===== src/rtl/seq_pkg.sv =====
// Shared definitions for the marker-pattern generator and its matching detector.
//   seq_state_e     : generator FSM state encoding (IDLE, SEND, GAP)
//   MARKER_W        : marker pattern length in bits
//   MARKER_PATTERN  : marker pattern, transmitted MSB first
package seq_pkg;

    typedef enum logic [1:0] {
        ST_IDLE = 2'd0,
        ST_SEND = 2'd1,
        ST_GAP  = 2'd2
    } seq_state_e;

    localparam int                    MARKER_W       = 6;
    localparam logic [MARKER_W-1:0]   MARKER_PATTERN = 6'b101001;

endpackage


===== src/rtl/seq_pattern_gen_if.sv =====
// Serial bit-stream handshake between the pattern generator and its consumer.
//   Stream    : serial data bit
//   bit_valid : Stream holds a bit offered to the consumer
//   bit_ready : consumer accepts the bit (transfer = bit_valid && bit_ready)
//   pat_last  : Stream carries the final bit of a pattern
interface seq_pattern_gen_if;

    logic Stream;
    logic bit_valid;
    logic bit_ready;
    logic pat_last;

    modport master (
        output Stream,
        output bit_valid,
        output pat_last,
        input  bit_ready
    );

    modport slave (
        input  Stream,
        input  bit_valid,
        input  pat_last,
        output bit_ready
    );

endinterface


===== src/rtl/seq_bit_shifter.sv =====
// Pattern shift register for the generator.
//   clk, rst_n : clock, asynchronous active-low reset
//   clear      : zero the register (Stream idles low, last flag low)
//   load       : load PATTERN, bit index 0
//   shift      : advance one bit position (one accepted transfer)
//   bit_o      : current bit (register MSB)
//   last_o     : current bit is the final pattern bit
// Priority: clear > load > shift.
module seq_bit_shifter #(
    parameter int               PAT_W   = 6,
    parameter logic [PAT_W-1:0] PATTERN = 6'b101001
) (
    input  logic clk,
    input  logic rst_n,
    input  logic clear,
    input  logic load,
    input  logic shift,
    output logic bit_o,
    output logic last_o
);

    localparam int IDX_W = $clog2(PAT_W);

    logic [PAT_W-1:0] sh_r;
    logic [IDX_W-1:0] idx_r;
    logic             last_r;

    // Shift register, bit index and last-bit flag; the flag is precomputed so it is a register output.
    always_ff @(posedge clk or negedge rst_n) begin
        if (!rst_n) begin
            sh_r   <= {PAT_W{1'b0}};
            idx_r  <= {IDX_W{1'b0}};
            last_r <= 1'b0;
        end else if (clear) begin
            sh_r   <= {PAT_W{1'b0}};
            idx_r  <= {IDX_W{1'b0}};
            last_r <= 1'b0;
        end else if (load) begin
            sh_r   <= PATTERN;
            idx_r  <= {IDX_W{1'b0}};
            last_r <= 1'b0;
        end else if (shift) begin
            sh_r   <= {sh_r[PAT_W-2:0], 1'b0};
            idx_r  <= idx_r + IDX_W'(1);
            last_r <= (idx_r == IDX_W'(PAT_W - 2));
        end else begin
            sh_r   <= sh_r;
            idx_r  <= idx_r;
            last_r <= last_r;
        end
    end

    assign bit_o  = sh_r[PAT_W-1];
    assign last_o = last_r;

endmodule


===== src/rtl/seq_pattern_gen.sv =====
// Marker-pattern generator: sends rep_n copies of PATTERN (MSB first) separated
// by gap_n zero bits over a valid/ready serial stream, and counts completed patterns.
//   clk, rst_n   : clock, asynchronous active-low reset
//   start        : begin a burst (ignored while busy)
//   rep_n, gap_n : repetitions / gap bits, sampled when start is accepted
//   abort        : cancel the current burst (wins over start)
//   bus          : Stream / bit_valid / bit_ready / pat_last handshake
//   busy         : burst in progress
//   done         : one-cycle pulse on normal burst completion
//   Counter      : patterns fully transferred, wrapping
module seq_pattern_gen
    import seq_pkg::*;
#(
    parameter int               PAT_W   = MARKER_W,
    parameter logic [PAT_W-1:0] PATTERN = MARKER_PATTERN,
    parameter int               REP_W   = 8,
    parameter int               GAP_W   = 4,
    parameter int               CNT_W   = 3
) (
    input  logic               clk,
    input  logic               rst_n,
    input  logic               start,
    input  logic [REP_W-1:0]   rep_n,
    input  logic [GAP_W-1:0]   gap_n,
    input  logic               abort,
    seq_pattern_gen_if.master  bus,
    output logic               busy,
    output logic               done,
    output logic [CNT_W-1:0]   Counter
);

    localparam logic [1:0] S_IDLE = ST_IDLE;
    localparam logic [1:0] S_SEND = ST_SEND;
    localparam logic [1:0] S_GAP  = ST_GAP;

    logic [1:0]       state_r,   state_s;
    logic [REP_W-1:0] reps_r,    reps_s;
    logic [GAP_W-1:0] gap_r,     gap_s;
    logic [GAP_W-1:0] gap_cnt_r, gap_cnt_s;
    logic [CNT_W-1:0] counter_r, counter_s;
    logic             bit_valid_r;
    logic             busy_r;
    logic             done_r,    done_s;
    logic             sh_load_s, sh_shift_s, sh_clear_s;
    logic             sh_bit_s,  sh_last_s;
    logic             xfer_s;

    assign xfer_s = bit_valid_r & bus.bit_ready;

    seq_bit_shifter #(
        .PAT_W   (PAT_W),
        .PATTERN (PATTERN)
    ) u_shifter (
        .clk    (clk),
        .rst_n  (rst_n),
        .clear  (sh_clear_s),
        .load   (sh_load_s),
        .shift  (sh_shift_s),
        .bit_o  (sh_bit_s),
        .last_o (sh_last_s)
    );

    // Next-state logic: burst sequencing, rep/gap counting and pattern counting.
    always_comb begin
        state_s    = state_r;
        reps_s     = reps_r;
        gap_s      = gap_r;
        gap_cnt_s  = gap_cnt_r;
        counter_s  = counter_r;
        done_s     = 1'b0;
        sh_load_s  = 1'b0;
        sh_shift_s = 1'b0;
        sh_clear_s = 1'b0;
        case (state_r)
            S_IDLE: begin
                if (start && !abort) begin
                    if (rep_n == {REP_W{1'b0}}) begin
                        done_s = 1'b1;
                    end else begin
                        state_s   = S_SEND;
                        reps_s    = rep_n;
                        gap_s     = gap_n;
                        sh_load_s = 1'b1;
                    end
                end else begin
                    state_s = S_IDLE;
                end
            end
            S_SEND: begin
                if (abort) begin
                    // Partial pattern is dropped without being counted.
                    state_s    = S_IDLE;
                    sh_clear_s = 1'b1;
                end else if (xfer_s) begin
                    if (sh_last_s) begin
                        counter_s = counter_r + CNT_W'(1);
                        reps_s    = reps_r - REP_W'(1);
                        if (reps_r == REP_W'(1)) begin
                            state_s    = S_IDLE;
                            sh_clear_s = 1'b1;
                            done_s     = 1'b1;
                        end else if (gap_r == {GAP_W{1'b0}}) begin
                            // Back-to-back pattern, no bubble.
                            sh_load_s = 1'b1;
                        end else begin
                            // Cleared shifter drives the zero gap bits.
                            state_s    = S_GAP;
                            gap_cnt_s  = gap_r;
                            sh_clear_s = 1'b1;
                        end
                    end else begin
                        sh_shift_s = 1'b1;
                    end
                end else begin
                    state_s = S_SEND;
                end
            end
            S_GAP: begin
                if (abort) begin
                    state_s    = S_IDLE;
                    sh_clear_s = 1'b1;
                end else if (xfer_s) begin
                    gap_cnt_s = gap_cnt_r - GAP_W'(1);
                    if (gap_cnt_r == GAP_W'(1)) begin
                        state_s   = S_SEND;
                        sh_load_s = 1'b1;
                    end else begin
                        state_s = S_GAP;
                    end
                end else begin
                    state_s = S_GAP;
                end
            end
            default: begin
                state_s    = S_IDLE;
                sh_clear_s = 1'b1;
            end
        endcase
    end

    // State, counters and registered status outputs.
    always_ff @(posedge clk or negedge rst_n) begin
        if (!rst_n) begin
            state_r     <= S_IDLE;
            reps_r      <= {REP_W{1'b0}};
            gap_r       <= {GAP_W{1'b0}};
            gap_cnt_r   <= {GAP_W{1'b0}};
            counter_r   <= {CNT_W{1'b0}};
            bit_valid_r <= 1'b0;
            busy_r      <= 1'b0;
            done_r      <= 1'b0;
        end else begin
            state_r     <= state_s;
            reps_r      <= reps_s;
            gap_r       <= gap_s;
            gap_cnt_r   <= gap_cnt_s;
            counter_r   <= counter_s;
            bit_valid_r <= (state_s != S_IDLE);
            busy_r      <= (state_s != S_IDLE);
            done_r      <= done_s;
        end
    end

    assign bus.Stream    = sh_bit_s;
    assign bus.pat_last  = sh_last_s;
    assign bus.bit_valid = bit_valid_r;
    assign busy          = busy_r;
    assign done          = done_r;
    assign Counter       = counter_r;

endmodule


===== src/flat_wrapper.sv =====
// flat-port wrapper written by rule: the top's interface ports become plain ports
module seq_pattern_gen_flat import seq_pkg::*;
#(
    parameter int               PAT_W   = MARKER_W,
    parameter logic [PAT_W-1:0] PATTERN = MARKER_PATTERN,
    parameter int               REP_W   = 8,
    parameter int               GAP_W   = 4,
    parameter int               CNT_W   = 3
)
  (clk, rst_n, start, rep_n, gap_n, abort, busy, done, Counter, bus_Stream, bus_bit_valid, bus_pat_last, bus_bit_ready);
  seq_pattern_gen_if bus_i ();
  input  logic clk;
  input  logic rst_n;
  input  logic start;
  input  logic [REP_W-1:0] rep_n;
  input  logic [GAP_W-1:0] gap_n;
  input  logic abort;
  output logic busy;
  output logic done;
  output logic [CNT_W-1:0] Counter;
  output wire logic [$bits(bus_i.Stream)-1:0] bus_Stream;
  output wire logic [$bits(bus_i.bit_valid)-1:0] bus_bit_valid;
  output wire logic [$bits(bus_i.pat_last)-1:0] bus_pat_last;
  input wire logic [$bits(bus_i.bit_ready)-1:0] bus_bit_ready;
  assign bus_Stream = bus_i.Stream;
  assign bus_bit_valid = bus_i.bit_valid;
  assign bus_pat_last = bus_i.pat_last;
  assign bus_i.bit_ready = bus_bit_ready;
  seq_pattern_gen #(.PAT_W(PAT_W), .PATTERN(PATTERN), .REP_W(REP_W), .GAP_W(GAP_W), .CNT_W(CNT_W)) u_core (.clk(clk), .rst_n(rst_n), .start(start), .rep_n(rep_n), .gap_n(gap_n), .abort(abort), .bus(bus_i), .busy(busy), .done(done), .Counter(Counter));
endmodule

===== config.mk =====
export PLATFORM = sky130hd
export DESIGN_NAME = seq_pattern_gen_flat
export DESIGN_NICKNAME = d
export VERILOG_FILES = /design/src/rtl/seq_pkg.sv /design/src/rtl/seq_pattern_gen_if.sv /design/src/rtl/seq_bit_shifter.sv /design/src/rtl/seq_pattern_gen.sv /design/src/flat_wrapper.sv
export SDC_FILE = /design/constraint.sdc
export NUM_CORES = 1
export LEC_CHECK = 0
export ABC_CLOCK_PERIOD_IN_PS = 3100
export BUFFER_PORTS_ARGS = -buffer_cell sky130_fd_sc_hd__buf_4
export CORE_UTILIZATION = 30
export CTS_BUF_LIST = sky130_fd_sc_hd__clkbuf_4
export CTS_CLUSTER_DIAMETER = 100
export DETAILED_ROUTE_END_ITERATION = 16
export PLACE_DENSITY = 0.56
export RECOVER_POWER = 50
export SYNTH_ARGS = -nofsm -noshare
export SYNTH_HDL_FRONTEND = slang
export SYNTH_HIERARCHICAL = 1
export SYNTH_SLANG_ARGS = --single-unit

===== constraint.sdc =====
create_clock -name clk -period 3.1 [get_ports clk]
set_input_delay 0.465 -clock clk [delete_from_list [all_inputs] [get_ports clk]]
set_output_delay 0.465 -clock clk [all_outputs]
set_load 0.005 [all_outputs]

== Word-level counts from Yosys, hierarchy flattened ==
Index checks and enable logic that the tools add are counted.

* Output and inout port bits: 8
* Flip-flop bits (word level): 33
* Input port bits: 17
* Logic and storage cells: 107

* Bitwise logic cells: 3
* Eq/ne operators: 14
* Muxes and demuxes: 63
* $add $sub $neg: 4
* Reduce and logical (&&, ||, !) cells: 13

{| class="wikitable"
|+ Operators with widths
! operator !! count
|-
| 8-bit two-way mux || 5
|-
| 1-bit two-way mux || 29
|-
| 4-bit two-way mux || 7
|-
| 2-bit two-way mux || 10
|-
| 6-bit two-way mux || 3
|-
| 8-bit one-hot mux with 2 select lines || 1
|-
| 2-bit != test (second input constant) || 6
|-
| 3-bit two-way mux || 3
|-
| 8-bit by 1-bit == test with 1-bit output (second input constant) || 1
|-
| 8-bit zero test || 1
|-
| 4-bit one-hot mux with 2 select lines || 1
|-
| 8-bit AND reduction || 1
|-
| 8-bit by 1-bit subtractor with 8-bit output (second input constant) || 1
|-
| 3-bit by 1-bit adder with 3-bit output (second input constant) || 2
|-
| 2-bit by 1-bit != test with 1-bit output (second input constant) || 3
|-
| 1-bit one-hot mux with 3 select lines || 2
|-
| 2-bit one-hot mux with 3 select lines || 1
|-
| 6-bit AND reduction || 1
|-
| 2-bit nonzero test || 3
|-
| 4-bit by 1-bit == test with 1-bit output (second input constant) || 1
|-
| 4-bit zero test || 1
|-
| 4-bit AND reduction || 1
|-
| 4-bit by 1-bit subtractor with 4-bit output (second input constant) || 1
|-
| 3-bit == test (second input constant) || 1
|-
| 10 further kinds || 11
|}

== Logic depth before layout (Yosys ltp) ==
Gate-level depths: netlist of run 1.

* Word-level depth: 9
* Depth in mapped cells: 9
* Depth with buffers taken out: 8

== By module ==
Netlist of run 1, hierarchy kept.

{| class="wikitable"
|+ Modules (own cells, without submodules)
! module !! cells an instance !! instances !! seq. area each (sq um) !! area each (sq um)
|-
| seq_pattern_gen || 157 || 1 || 575.6 || 1,497.7
|-
| seq_bit_shifter || 40 || 1 || 250.2 || 470.5
|}

== Worst setup path after synthesis of run 1 ==
No wires, ideal clock.

* Path kind: in2reg
* From: input rep_n[0]
* To: register u_core.u_shifter.idx_r[2]
* Data required time: 3,027 ps
* Path slack: 1,109 ps
* Setup time: 73 ps
* Path buffers: 2
* Stages: 8
* Arrival: 1,918 ps
* Cells stage by stage: nor4_1 > nand2_1 > and2_1 > clkbuf_1 > a211o_1 > or2_1 > buf_6 > a21oi_2

* Longest elaborated chain between the ends: 6
* Elaborated cells on any way between the ends: 7
* Classes of those cells: mux (5); reduce/logical (2)

{| class="wikitable"
|+ RTL lines
! item !! line !! text
|-
| start: declaration || flat_wrapper.sv:15 || <nowiki>input logic [REP_W-1:0] rep_n;</nowiki>
|-
| 8-bit zero test * || seq_pattern_gen.sv:77 || <nowiki>if (rep_n == {REP_W{1'b0}}) begin</nowiki>
|-
| 1-bit two-way mux * || seq_pattern_gen.sv:77 ||
|-
| 1-bit two-way mux * || seq_pattern_gen.sv:76 || <nowiki>if (start && !abort) begin</nowiki>
|-
| 1-bit one-hot mux with 3 select lines * || seq_pattern_gen.sv:74 || <nowiki>case (state_r)</nowiki>
|-
| net u_core.sh_load_s || seq_pattern_gen.sv:44 || <nowiki>logic sh_load_s, sh_shift_s, sh_clear_s;</nowiki>
|-
| 3-bit two-way mux || seq_bit_shifter.sv:38 || <nowiki>end else if (load) begin</nowiki>
|-
| 3-bit two-way mux || seq_bit_shifter.sv:34 || <nowiki>end else if (clear) begin</nowiki>
|-
| end signal: assignment || seq_bit_shifter.sv:32 || <nowiki>idx_r <= {IDX_W{1'b0}};</nowiki>
|-
| end signal: assignment || seq_bit_shifter.sv:36 || <nowiki>idx_r <= {IDX_W{1'b0}};</nowiki>
|-
| end signal: assignment || seq_bit_shifter.sv:40 || <nowiki>idx_r <= {IDX_W{1'b0}};</nowiki>
|-
| end: declaration || seq_bit_shifter.sv:25 || <nowiki>logic [IDX_W-1:0] idx_r;</nowiki>
|}

Mark *: on every way through the listed nets, which the timed path passes. The rest lies on a longest branch.
A chain may end at the register's enable or synchronous reset.

== Worst setup path after layout of run 1 ==
* From: register u_core.reps_r[2]
* To: register u_core.u_shifter.sh_r[4]

* Elaborated cells on any way between the ends: 14
* Classes of those cells: eq/ne (1); mux (12); reduce/logical (1)

{| class="wikitable"
|+ RTL lines
! item !! line !! text
|-
| start: declaration || seq_pattern_gen.sv:37 || <nowiki>logic [REP_W-1:0] reps_r, reps_s;</nowiki>
|-
| start signal: assignment || seq_pattern_gen.sv:145 || <nowiki>reps_r <= {REP_W{1'b0}};</nowiki>
|-
| start signal: assignment || seq_pattern_gen.sv:154 || <nowiki>reps_r <= reps_s;</nowiki>
|-
| 8-bit by 1-bit == test with 1-bit output * || seq_pattern_gen.sv:98 || <nowiki>if (reps_r == REP_W'(1)) begin</nowiki>
|-
| 1-bit two-way mux * || seq_pattern_gen.sv:98 ||
|-
| 1-bit two-way mux * || seq_pattern_gen.sv:95 || <nowiki>if (sh_last_s) begin</nowiki>
|-
| 1-bit two-way mux * || seq_pattern_gen.sv:94 || <nowiki>end else if (xfer_s) begin</nowiki>
|-
| 1-bit two-way mux * || seq_pattern_gen.sv:90 || <nowiki>if (abort) begin</nowiki>
|-
| 1-bit one-hot mux with 3 select lines * || seq_pattern_gen.sv:74 ||
|-
| net u_core.sh_clear_s || seq_pattern_gen.sv:44 ||
|-
| 3-bit nonzero test (no source line) or 6-bit two-way mux (tied branches) || n/a ||
|-
| end signal: assignment || seq_bit_shifter.sv:35 || <nowiki>sh_r <= {PAT_W{1'b0}};</nowiki>
|-
| end signal: assignment || seq_bit_shifter.sv:43 || <nowiki>sh_r <= {sh_r[PAT_W-2:0], 1'b0};</nowiki>
|-
| end signal: assignment || seq_bit_shifter.sv:47 || <nowiki>sh_r <= sh_r;</nowiki>
|-
| end: declaration || seq_bit_shifter.sv:24 || <nowiki>logic [PAT_W-1:0] sh_r;</nowiki>
|}

Marked as above.

==> flow_summary.toml, run 1 <==
[run_status]
outcome = "complete, but fails checks"
violations = "max-capacitance violations, max-slew violations"

[timing]
setup_tns_ps = 0
slew_headroom = -0.214
report.final.slew_viol_count = 34
final.setup.worst_slack_ps = 854
finalClockSkew_ps = 8.31
worst_pin_slew_ps = 1820
timing.fmax_mhz = 445
finalSetupViolCount = 0
finalHoldViolCount = 0
setup_repair_after_global_routing_missed_its_margin = "false"
final.min_clock_period_ps = 2250
fin_worst_hold_slack_ps = 364
final_min_period_over_clock_period = 0.725

[clock_network]
ctsHtreeMaxLevel = 2
post_cts_resize_count = 0
postCtsHoldBufs = 0
tritoncts.num_buffers = 5
post-cts-setup-buffers = 0
clock_insertion_delay_worst_skew_ps = 330
max-clock-path-buffers = 2
cts_tree = "yes"
cts.sink_count = 33
clockRootBuffer = "clkbuf_4"
clk_pin_slew_ps = 100

[floorplan]
row_count = 29
chipHeight_um = 83.0
die_w_um = 83.0
io_pins = 25
floorplan.die_area_sq_mm = 0.00689
initial_utilization = 0.310
core_box_area_sq_mm = 0.00635

[global_routing]
antenna_found_initial = 0
first_global_vias = 1537
grt_start_max_net_pins = 34
grt_use_total = 0.134
grt_first_pass_wirelength_um = 7460
overflow = 0

[setup_path]
reg_to_reg_slack_setup_ps = 850
crit_fanout = 7
regToRegStartpoint = "u_core/reps_r[2]$_DFFE_PN0P_"
worstRegToRegCells = 6
regToRegEndpoint = "u_core/u_shifter/sh_r[4]$_DFFE_PN0P_"
crit_path_end = "u_core/u_shifter/sh_r[4]$_DFFE_PN0P_"
cp_slowest_stage_delay_ps = 570
setup.worst_path.start = "u_core/reps_r[2]$_DFFE_PN0P_"
endpoint_kind = "flop"
worst-endpoint-arrival_ps = 2450
timing_worst_setup_path_type = "reg -> reg"
setup.worst_path.start_class = "flop"
critical_path.cell_chain = "nor4_2 -> a21oi_1 -> o21a_1 -> nor2_1 -> or2_1 -> nor2_1"
cpMostUsedCell = "nor2_1"
required_ps = 3310
cpMaxStageDelayCell = "nor4_2"

[power]
powerDensity_mw_per_mm2 = 469
lkg_pwr_nw = 0.975
worst_ir_drop_vdd_mv = 0.230
power_mw = 1.05

[route]
detail_route.vias_per_cell = 5.30
drt.antenna.violating_nets = 0
dr_total_vias = 1574
drcViolationCount = 0
firstDrtPassIters = 4
detailedRoute.firstIterationViolations = 110
drt-wirelength-per-cell_um = 14.8
total_wirelength_um = 4390

[logic_synthesis]
yosys_warnings = 6
synthArstFlopShare = 1.00
synth_top_flop_cell = "dfrtp_1"
ys_ff_latch = 33
syn_area_sq_mm = 0.00197
post_synth_num_cell_types = 52
mappedNetlistNets = 221
synth_enable_flop_cells = 0
synth.avg_cell_area_sq_um = 9.99
yosysSeqAreaShare = 0.420
syn_inst = 197

[final_layout]
flow.area_growth_from_synthesis_pct = 13.9
antenna_cells = 0
final-instance-count-excl-fill = 297
post_route_cells_drive_above_1_share = 0.218
total_number_of_nets_in_the_final_design = 243

[placed_design]
gpl.final_weighted_congestion = 0.840
dpl_worst_slack_ps = 775
post-dp-hpwl_um = 3140
placed_cells_incl_taps = 289
numPortBuffers = 24

[flow_run]
max_cap_violations = 1

[min_path]
hold_path.class = "in -> reg"
## per-stage QoR
step           area (sq um)  utilization
2_1_floorplan          1970            -
3_3_place_gp           2190        0.346
3_5_place_dp           2190        0.346
4_1_cts                2240        0.353
5_1_grt                2240        0.353
6_report               2240        0.353
## layout make-up
class | count | area, sq um
multi-input cells | 145 | 1050
inverters | 8 | 30.0
repair buffers | 26 | 191
clock inverters | 3 | 12.5
well taps | 77 | 96.3
clock buffers | 5 | 37.5
flip-flops and latches | 33 | 826
fillers | 660 | 4110
## routing by layer
| layer | vias to the layer above | GRT usage | part of all wire |
|---|---|---|---|
| met2 | 45 | 0.192 | 0.45 |
| met5 | - | 0 | 0 |
| li1 | 771 | - | - |
| met1 | 756 | 0.194 | 0.49 |
| met3 | 2 | 0.0368 | 0.056 |
| met4 | 0 | 0.0455 | 0.0062 |
## cells in the mapped netlist (2+ instances only)
library cell	instances	area (sq um)
and3_1	2	12.5
o31ai_1	4	30.0
a211o_1	2	17.5
nor2_1	17	63.8
o22a_1	4	35.0
inv_1	8	30.0
nor3_1	13	65.1
or2_1	2	12.5
mux2i_1	7	70.1
nand4_1	3	18.8
a21oi_2	3	26.3
o21ai_0	8	40.0
a41oi_1	2	17.5
mux2_2	5	56.3
nand3_1	4	20.0
o21a_1	2	15.0
clkbuf_1	3	11.3
a21oi_1	14	70.1
buf_6	2	22.5
nand2b_1	4	25.0
xnor2_1	2	17.5
dfrtp_1	33	826
nor4_1	4	25.0
nand3b_1	3	22.5
nand2_1	6	22.5
nor2b_1	3	18.8
ha_1	7	87.6
buf_2	4	20.0
and3b_1	3	26.3
## sequential cells by signal, summed over array words and instances (netlist names)
signal and count:
u_core/reps_r 8, u_core/u_shifter/sh_r 6, u_core/gap_cnt_r 4, u_core/gap_r 4, u_core/Counter 3, u_core/u_shifter/idx_r 3
u_core/state_r 2, u_core/busy 1, u_core/done 1, u_core/u_shifter/last_o 1
## kinds of logic (layout without fill, tap and decap cells)
logic type | Yosys count | in the layout | share of synthesized area
adders and majority gates | 7 | 7 | 0.0445
muxes | 12 | 12 | 0.0642
buffers and inverters | 19 | 42 | 0.0483
xor gates and xnor gates | 3 | 3 | 0.0134
DFF | 33 | 33 | 0.420
AOI/OAI and AO/OA | 51 | 51 | 0.200
and+or+nand+nor | 72 | 72 | 0.210
## critical path, delay by kind of cell, from the launching register on
kind,cells,cell delay [ps]
AOI/OAI and AO/OA,2,470
DFF,1,470
and+or+nand+nor,4,1180
## worst min path at each step
stage,startpoint,endpoint,slack (ps),depth (start not counted)
6_report,gap_n[1],u_core/gap_r[1]$_DFFE_PN0P_,360,2
5_1_grt,gap_n[2],u_core/gap_r[2]$_DFFE_PN0P_,360,2
4_1_cts,rst_n,u_core/Counter[0]$_DFFE_PN0P_,70,1
3_5_place_dp,rst_n,u_core/Counter[0]$_DFFE_PN0P_,450,1
3_3_place_gp,rst_n,u_core/Counter[2]$_DFFE_PN0P_,440,1
2_1_floorplan,rst_n,u_core/Counter[0]$_DFFE_PN0P_,170,0
## where the power goes
| group | internal [mW] | switching [mW] |
|---|---|---|
| Sequential | 0.494 | 0.0803 |
| Clock | 0.0820 | 0.144 |
| Combinational | 0.117 | 0.133 |
## cells in the final DEF, fill, tap and decap left out, types with 3 or more instances in the layout
| master | instances |
|---|---|
| a21oi_1 | 14 |
| ha_1 | 7 |
| mux2i_1 | 7 |
| nand2_1 | 6 |
| o31ai_1 | 4 |
| nor3_1 | 13 |
| inv_1 | 8 |
| nor2_1 | 17 |
| a21oi_2 | 3 |
| buf_4 | 21 |
| nor2b_1 | 3 |
| nand3_1 | 4 |
| nand3b_1 | 3 |
| nor4_1 | 4 |
| o21ai_0 | 8 |
| dfrtp_1 | 33 |
| clkbuf_4 | 9 |
| and3b_1 | 3 |
| nand2b_1 | 4 |
| mux2_2 | 5 |
| nand4_1 | 3 |
| o22a_1 | 4 |
Power figures use the tool's default switching activity.
==> run 2, diff against run 1 <==
- ABC_CLOCK_PERIOD_IN_PS: 3100 -> 2190
- clock period: 3.1 -> 2.19 ns (I/O delays scaled with it)
==> flow_summary.toml, run 2 (synthesis results as in run 1) <==
[power]
powerDensity_mw_per_mm2 = 656
worst_ir_drop_vdd_mv = 0.310
net-switching-power_mw = 0.503
internal_power_mw = 1.03
clock_power_share = 0.211
power_frac_comb = 0.271
lkg_pwr_nw = 1.04
switching_share = 0.328
fraction_of_power_consumed_by_sequential_logic = 0.518

[clock_network]
clock_insertion_delay_worst_skew_ps = 330
max-clock-path-buffers = 2
post-cts-setup-buffers = 0
cts.sink_count = 33
clockRootBuffer = "clkbuf_4"
cts_tree = "yes"
clk_pin_slew_ps = 90
ctsHtreeMaxLevel = 2
tritoncts.num_buffers = 5

[setup_path]
setup.worst_path.start_class = "flop"
reg_to_reg_slack_setup_ps = 130
required_ps = 2450
worstRegToRegCells = 6
cpMaxStageDelayCell = "or4_1"
timing_worst_setup_path_type = "reg -> reg"
crit_family = "simple AND/OR/NAND/NOR gates"
worst-endpoint-arrival_ps = 2320
cpMostUsedCell = "nor2_1"
regToRegStartpoint = "u_core/gap_r[0]$_DFFE_PN0P_"
critical_path.cell_chain = "or4_1 -> a21oi_1 -> o21a_1 -> nor2_1 -> or2_1 -> nor2_1"
cp_slowest_stage_delay_ps = 580
endpoint_kind = "flop"
worst_path_buf_inv = 0
regToRegEndpoint = "u_core/u_shifter/sh_r[2]$_DFFE_PN0P_"
crit_fanout = 7

[route]
detail_route.vias_per_cell = 5.29
drt.antenna.violating_nets = 0
total_wirelength_um = 4440
firstDrtPassIters = 4
drt-wirelength-per-cell_um = 14.4
drcViolationCount = 0
dr_total_vias = 1630
detailedRoute.firstIterationViolations = 110

[final_layout]
largest_register_ff_count = 8
largest_registers = "u_core/reps_r x8, u_core/u_shifter/sh_r x6"
total_number_of_nets_in_the_final_design = 255
most-common-layout-cells = "dfrtp_1 (33), buf_4 (32), nor2_1 (17), a21oi_1 (14), nor3_1 (13)"
antenna_cells = 0
layout_commonest_cell = "dfrtp_1"
largest-register = "u_core/reps_r"
total_non_filler_cell_area_in_the_finished_layout_sq_mm = 0.00234
post_route_cells_drive_above_1_share = 0.264
postLayoutCoreUtil = 0.368
flow.area_growth_from_synthesis_pct = 18.8
final-instance-count-excl-fill = 308

[placed_design]
dpl_worst_slack_ps = 134
numPortBuffers = 24
gpl.final_weighted_congestion = 0.896
post-dp-hpwl_um = 3200
placed_cells_incl_taps = 300
dpl_cell_area_sq_mm = 0.00228

[floorplan]
die_w_um = 83.0
initial_utilization = 0.310
io_pins = 25
chipHeight_um = 83.0
core_box_area_sq_mm = 0.00635
floorplan.die_area_sq_mm = 0.00689
row_count = 29

[global_routing]
first_global_vias = 1607
overflow = 0
grt_use_total = 0.141
antenna_found_initial = 0
grt_first_pass_wirelength_um = 7830
grt_start_max_net_pins = 34

[timing]
worst_pin_slew_ps = 851
slew_headroom = 0.433
finalSetupViolCount = 0
timing.fmax_mhz = 485
report.final.slew_viol_count = 0
final.setup.worst_slack_ps = 128
final_min_period_over_clock_period = 0.942
setup_tns_ps = 0
setup_repair_after_global_routing_missed_its_margin = "false"
finalClockSkew_ps = 5.00
final.min_clock_period_ps = 2060
finalHoldViolCount = 0

[min_path]
hold_path.class = "in -> reg"
hold_start = "gap_n[1]"
worst_case_hold_path_end_point = "u_core/gap_r[1]$_DFFE_PN0P_"
hold_depth = 2

[run_status]
outcome = "finished, final reports clean"

[flow_run]
max_cap_violations = 0
run 2: changes by cell type in the layout (fill, tap and decap cells not counted), sizes merged:
| cell | before | now |
|---|---|---|
| clkinv | 3 | 1 |
| clkbuf | 10 | 11 |
| buf | 21 | 32 |
| dlygate4sd3 | 0 | 1 |
run 2: cell type report:
type                    count  area [sq um]
clock buffers               6          45.0
flip-flops and latches     33           826
multi-input cells         145          1050
clock inverters             1          3.75
repair buffers             38           285
well taps                  77          96.3
inverters                   8          30.0
fillers                   641          4010
run 2: routing by layer:
layer,global-route usage,vias up,part of all wire
li1,-,797,-
met1,0.200,780,0.49
met2,0.207,46,0.44
met3,0.0358,7,0.051
met4,0.0502,0,0.014
met5,0,-,0
run 2: stage by stage:
stage / power (mW) / hold slack [ps]
2_1_floorplan: 1.06 / 32.9
3_5_place_dp: 1.22 / 307
4_1_cts: 1.56 / 205
5_1_grt: 1.64 / 211
3_3_place_gp: 1.22 / 306
6_report: 1.53 / 223
run 2: what timing repair did:
item	CTS	global route
hold endpoints to repair	33	0
resized for setup	0	1
hold buffers	1	0
setup endpoints to repair	0	3
run 2: worst max path at each step:
stage	end	start	depth (start not counted)
after floorplan	u_core/u_shifter/idx_r[2]$_DFFE_PN0P_	u_core/gap_r[0]$_DFFE_PN0P_	7
after global placement	u_core/u_shifter/idx_r[2]$_DFFE_PN0P_	rep_n[4]	7
after detailed placement	u_core/u_shifter/idx_r[1]$_DFFE_PN0P_	rep_n[4]	7
after CTS	u_core/u_shifter/sh_r[2]$_DFFE_PN0P_	u_core/gap_r[0]$_DFFE_PN0P_	6
after global routing	u_core/u_shifter/sh_r[2]$_DFFE_PN0P_	u_core/gap_r[0]$_DFFE_PN0P_	6
final	u_core/u_shifter/sh_r[2]$_DFFE_PN0P_	u_core/gap_r[0]$_DFFE_PN0P_	6
run 2: power groups by stage:
stage	clock [mW]	sequential [mW]	combinational, mW
floorplan	0	0.786	0.270
global placement	0	0.800	0.419
detailed placement	0	0.805	0.420
CTS	0.345	0.793	0.422
global route	0.361	0.814	0.463
finish	0.324	0.795	0.415
==> run 3, diff against run 2 <==
--- a/config.mk
+++ b/config.mk
@@ -14,4 +14,5 @@
 export PLACE_DENSITY = 0.56
 export RECOVER_POWER = 50
+export SETUP_SLACK_MARGIN = 0.5
 export SYNTH_ARGS = -nofsm -noshare
 export SYNTH_HDL_FRONTEND = slang
==> constraint.sdc (replaced) <==
create_clock -name clk -period 2.19 [get_ports clk]
set_input_delay 0.438 -clock clk [delete_from_list [all_inputs] [get_ports clk]]
set_output_delay 0.438 -clock clk [all_outputs]
set_load 0.005 [all_outputs]
==> flow_summary.toml, run 3 (synthesis results as in run 1) <==
[run_status]
outcome = "finished, final reports clean"

[global_routing]
grt_use_met3 = 0.0378
overflow = 0
grt_start_max_net_pins = 34
grt_use_total = 0.146
grt_first_pass_wirelength_um = 8200
met2_demand_to_capacity_share_in_global_routing = 0.238
grt.busiest_layer = "met2"
gr-usage-met1 = 0.195
antenna_found_initial = 0
first_global_vias = 1644

[floorplan]
core_box_area_sq_mm = 0.00635
io_pins = 25
die_w_um = 83.0
floorplan.die_area_sq_mm = 0.00689
initial_utilization = 0.310
row_count = 29
chipHeight_um = 83.0

[flow_run]
max_cap_violations = 0

[placed_design]
placed_cells_incl_taps = 296
post-dp-hpwl_um = 3350
gpl.final_weighted_congestion = 0.754
numPortBuffers = 24

[timing]
setup_tns_ps = 0
timing.fmax_mhz = 557
finalSetupViolCount = 0
finalClockSkew_ps = 10.7
slew_headroom = 0.707
finalHoldViolCount = 0
final_min_period_over_clock_period = 0.819
worst_pin_slew_ps = 440
report.final.slew_viol_count = 0
final.min_clock_period_ps = 1790
setup_repair_after_global_routing_missed_its_margin = "true"

[route]
drcViolationCount = 0
firstDrtPassIters = 4
detailedRoute.firstIterationViolations = 47
total_wirelength_um = 4780
drt-wirelength-per-cell_um = 15.0
detail_route.vias_per_cell = 5.14
drt.antenna.violating_nets = 0
dr_total_vias = 1635

[clock_network]
cts.sink_count = 33
postCtsHoldBufs = 0
clock_insertion_delay_worst_skew_ps = 340
tritoncts.num_buffers = 5
cts_tree = "yes"
ctsHtreeMaxLevel = 2
max-clock-path-buffers = 2
clk_pin_slew_ps = 100
clockRootBuffer = "clkbuf_4"

[power]
powerDensity_mw_per_mm2 = 664
lkg_pwr_nw = 1.11
worst_ir_drop_vdd_mv = 0.251

[setup_path]
cpMaxStageDelayCell = "or4_4"
required_ps = 2450
worst-endpoint-arrival_ps = 2060
critical_path.cell_chain = "or4_4 -> a21oi_4 -> o21a_1 -> nor2_1 -> or2_4 -> a21oi_2"
timing_worst_setup_path_type = "reg -> reg"
cp_slowest_stage_delay_ps = 580
crit_fanout = 7
endpoint_kind = "flop"
setup.worst_path.start_class = "flop"

[final_layout]
most-common-layout-cells = "buf_4 (41), dfrtp_1 (28), nor2_1 (17), clkbuf_4 (12), nor3_1 (11)"
final-instance-count-excl-fill = 318
flow.area_growth_from_synthesis_pct = 30.1
largest_registers = "u_core/reps_r x8, u_core/u_shifter/sh_r x6"
largest_register_ff_count = 8
largest-register = "u_core/reps_r"
antenna_cells = 0
post_route_cells_drive_above_1_share = 0.390
layout_commonest_cell = "buf_4"
fill_cells = 618
total_number_of_nets_in_the_final_design = 264

[min_path]
hold_path.class = "in -> async"
==> run 3: cell count changes in the layout (fill, tap and decap cells not counted), moves of 3 or more <==
cell,change
a21oi_1,-5
a21oi_2,+3
buf_4,+9
dfrtp_1,-5
dfrtp_2,+5
nor4_4,+3
==> run 3: final cells by class <==
cell class | count | area, sq um | share of cell area
clock buffer | 8 | 60.1 | 0.0234
multi-input combinational | 145 | 1190 | 0.464
tap | 77 | 96.3 | 0.0376
sequential | 33 | 832 | 0.325
inverter | 8 | 30.0 | 0.0117
timing repair buffer | 47 | 354 | 0.138
==> run 3: final timing paths <==
kind,start,endpoint,slack [ps],depth (start not counted)
max in group asynchronous,rst_n,u_core/state_r[1]$_DFF_PN0_,1820,1
min reg2reg,u_core/Counter[2]$_DFFE_PN0P_,u_core/Counter[2]$_DFFE_PN0P_,480,1
max reg2reg,u_core/gap_r[1]$_DFFE_PN0P_,u_core/u_shifter/last_o$_DFFE_PN0P_,400,6
max,u_core/gap_r[1]$_DFFE_PN0P_,u_core/u_shifter/last_o$_DFFE_PN0P_,400,6
min in group clk,gap_n[3],u_core/gap_r[3]$_DFFE_PN0P_,330,2
min,rst_n,u_core/gap_r[1]$_DFFE_PN0P_,40,1
==> run 3: metrics by stage <==
| step | setup slack [ps] | power [mW] | util | hold slack [ps] | cell area, sq um |
|---|---|---|---|---|---|
| global route | 314 | 1.82 | 0.403 | 48.1 | 2560 |
| finish | 396 | 1.70 | 0.403 | 37.5 | 2560 |
| CTS | 394 | 1.69 | 0.395 | 45.1 | 2510 |
| global placement | 274 | 1.23 | 0.368 | 418 | 2340 |
| floorplan | 393 | 1.09 | - | 142 | 2060 |
| detailed placement | 234 | 1.24 | 0.368 | 424 | 2340 |
==> run 3: where the power goes <==
part           internal [mW]  leakage, nW  switching (mW)
Clock                  0.165       0.0368           0.204
Combinational          0.261        0.657           0.244
Sequential             0.703        0.418           0.123
==> run 3: critical path, delay by kind of cell (launching register included) <==
kind	cells	cell delay, ps
compound gates	3	420
flops	1	400
simple gates	3	900
==> run 3: layer usage <==
metal	vias up	part of all wire
met5	-	0
met2	29	0.47
met3	5	0.038
met1	792	0.49
met4	0	0.0069
li1	809	-
==> run 3: timing repair <==
| action | in CTS | in global routing |
|---|---|---|
| pin swaps | 10 | 6 |
| hold endpoints to repair | 0 | 0 |
| endpoints found under the setup margin | 27 | 19 |
| buffers inserted | 10 | 4 |
| resized for setup | 13 | 6 |
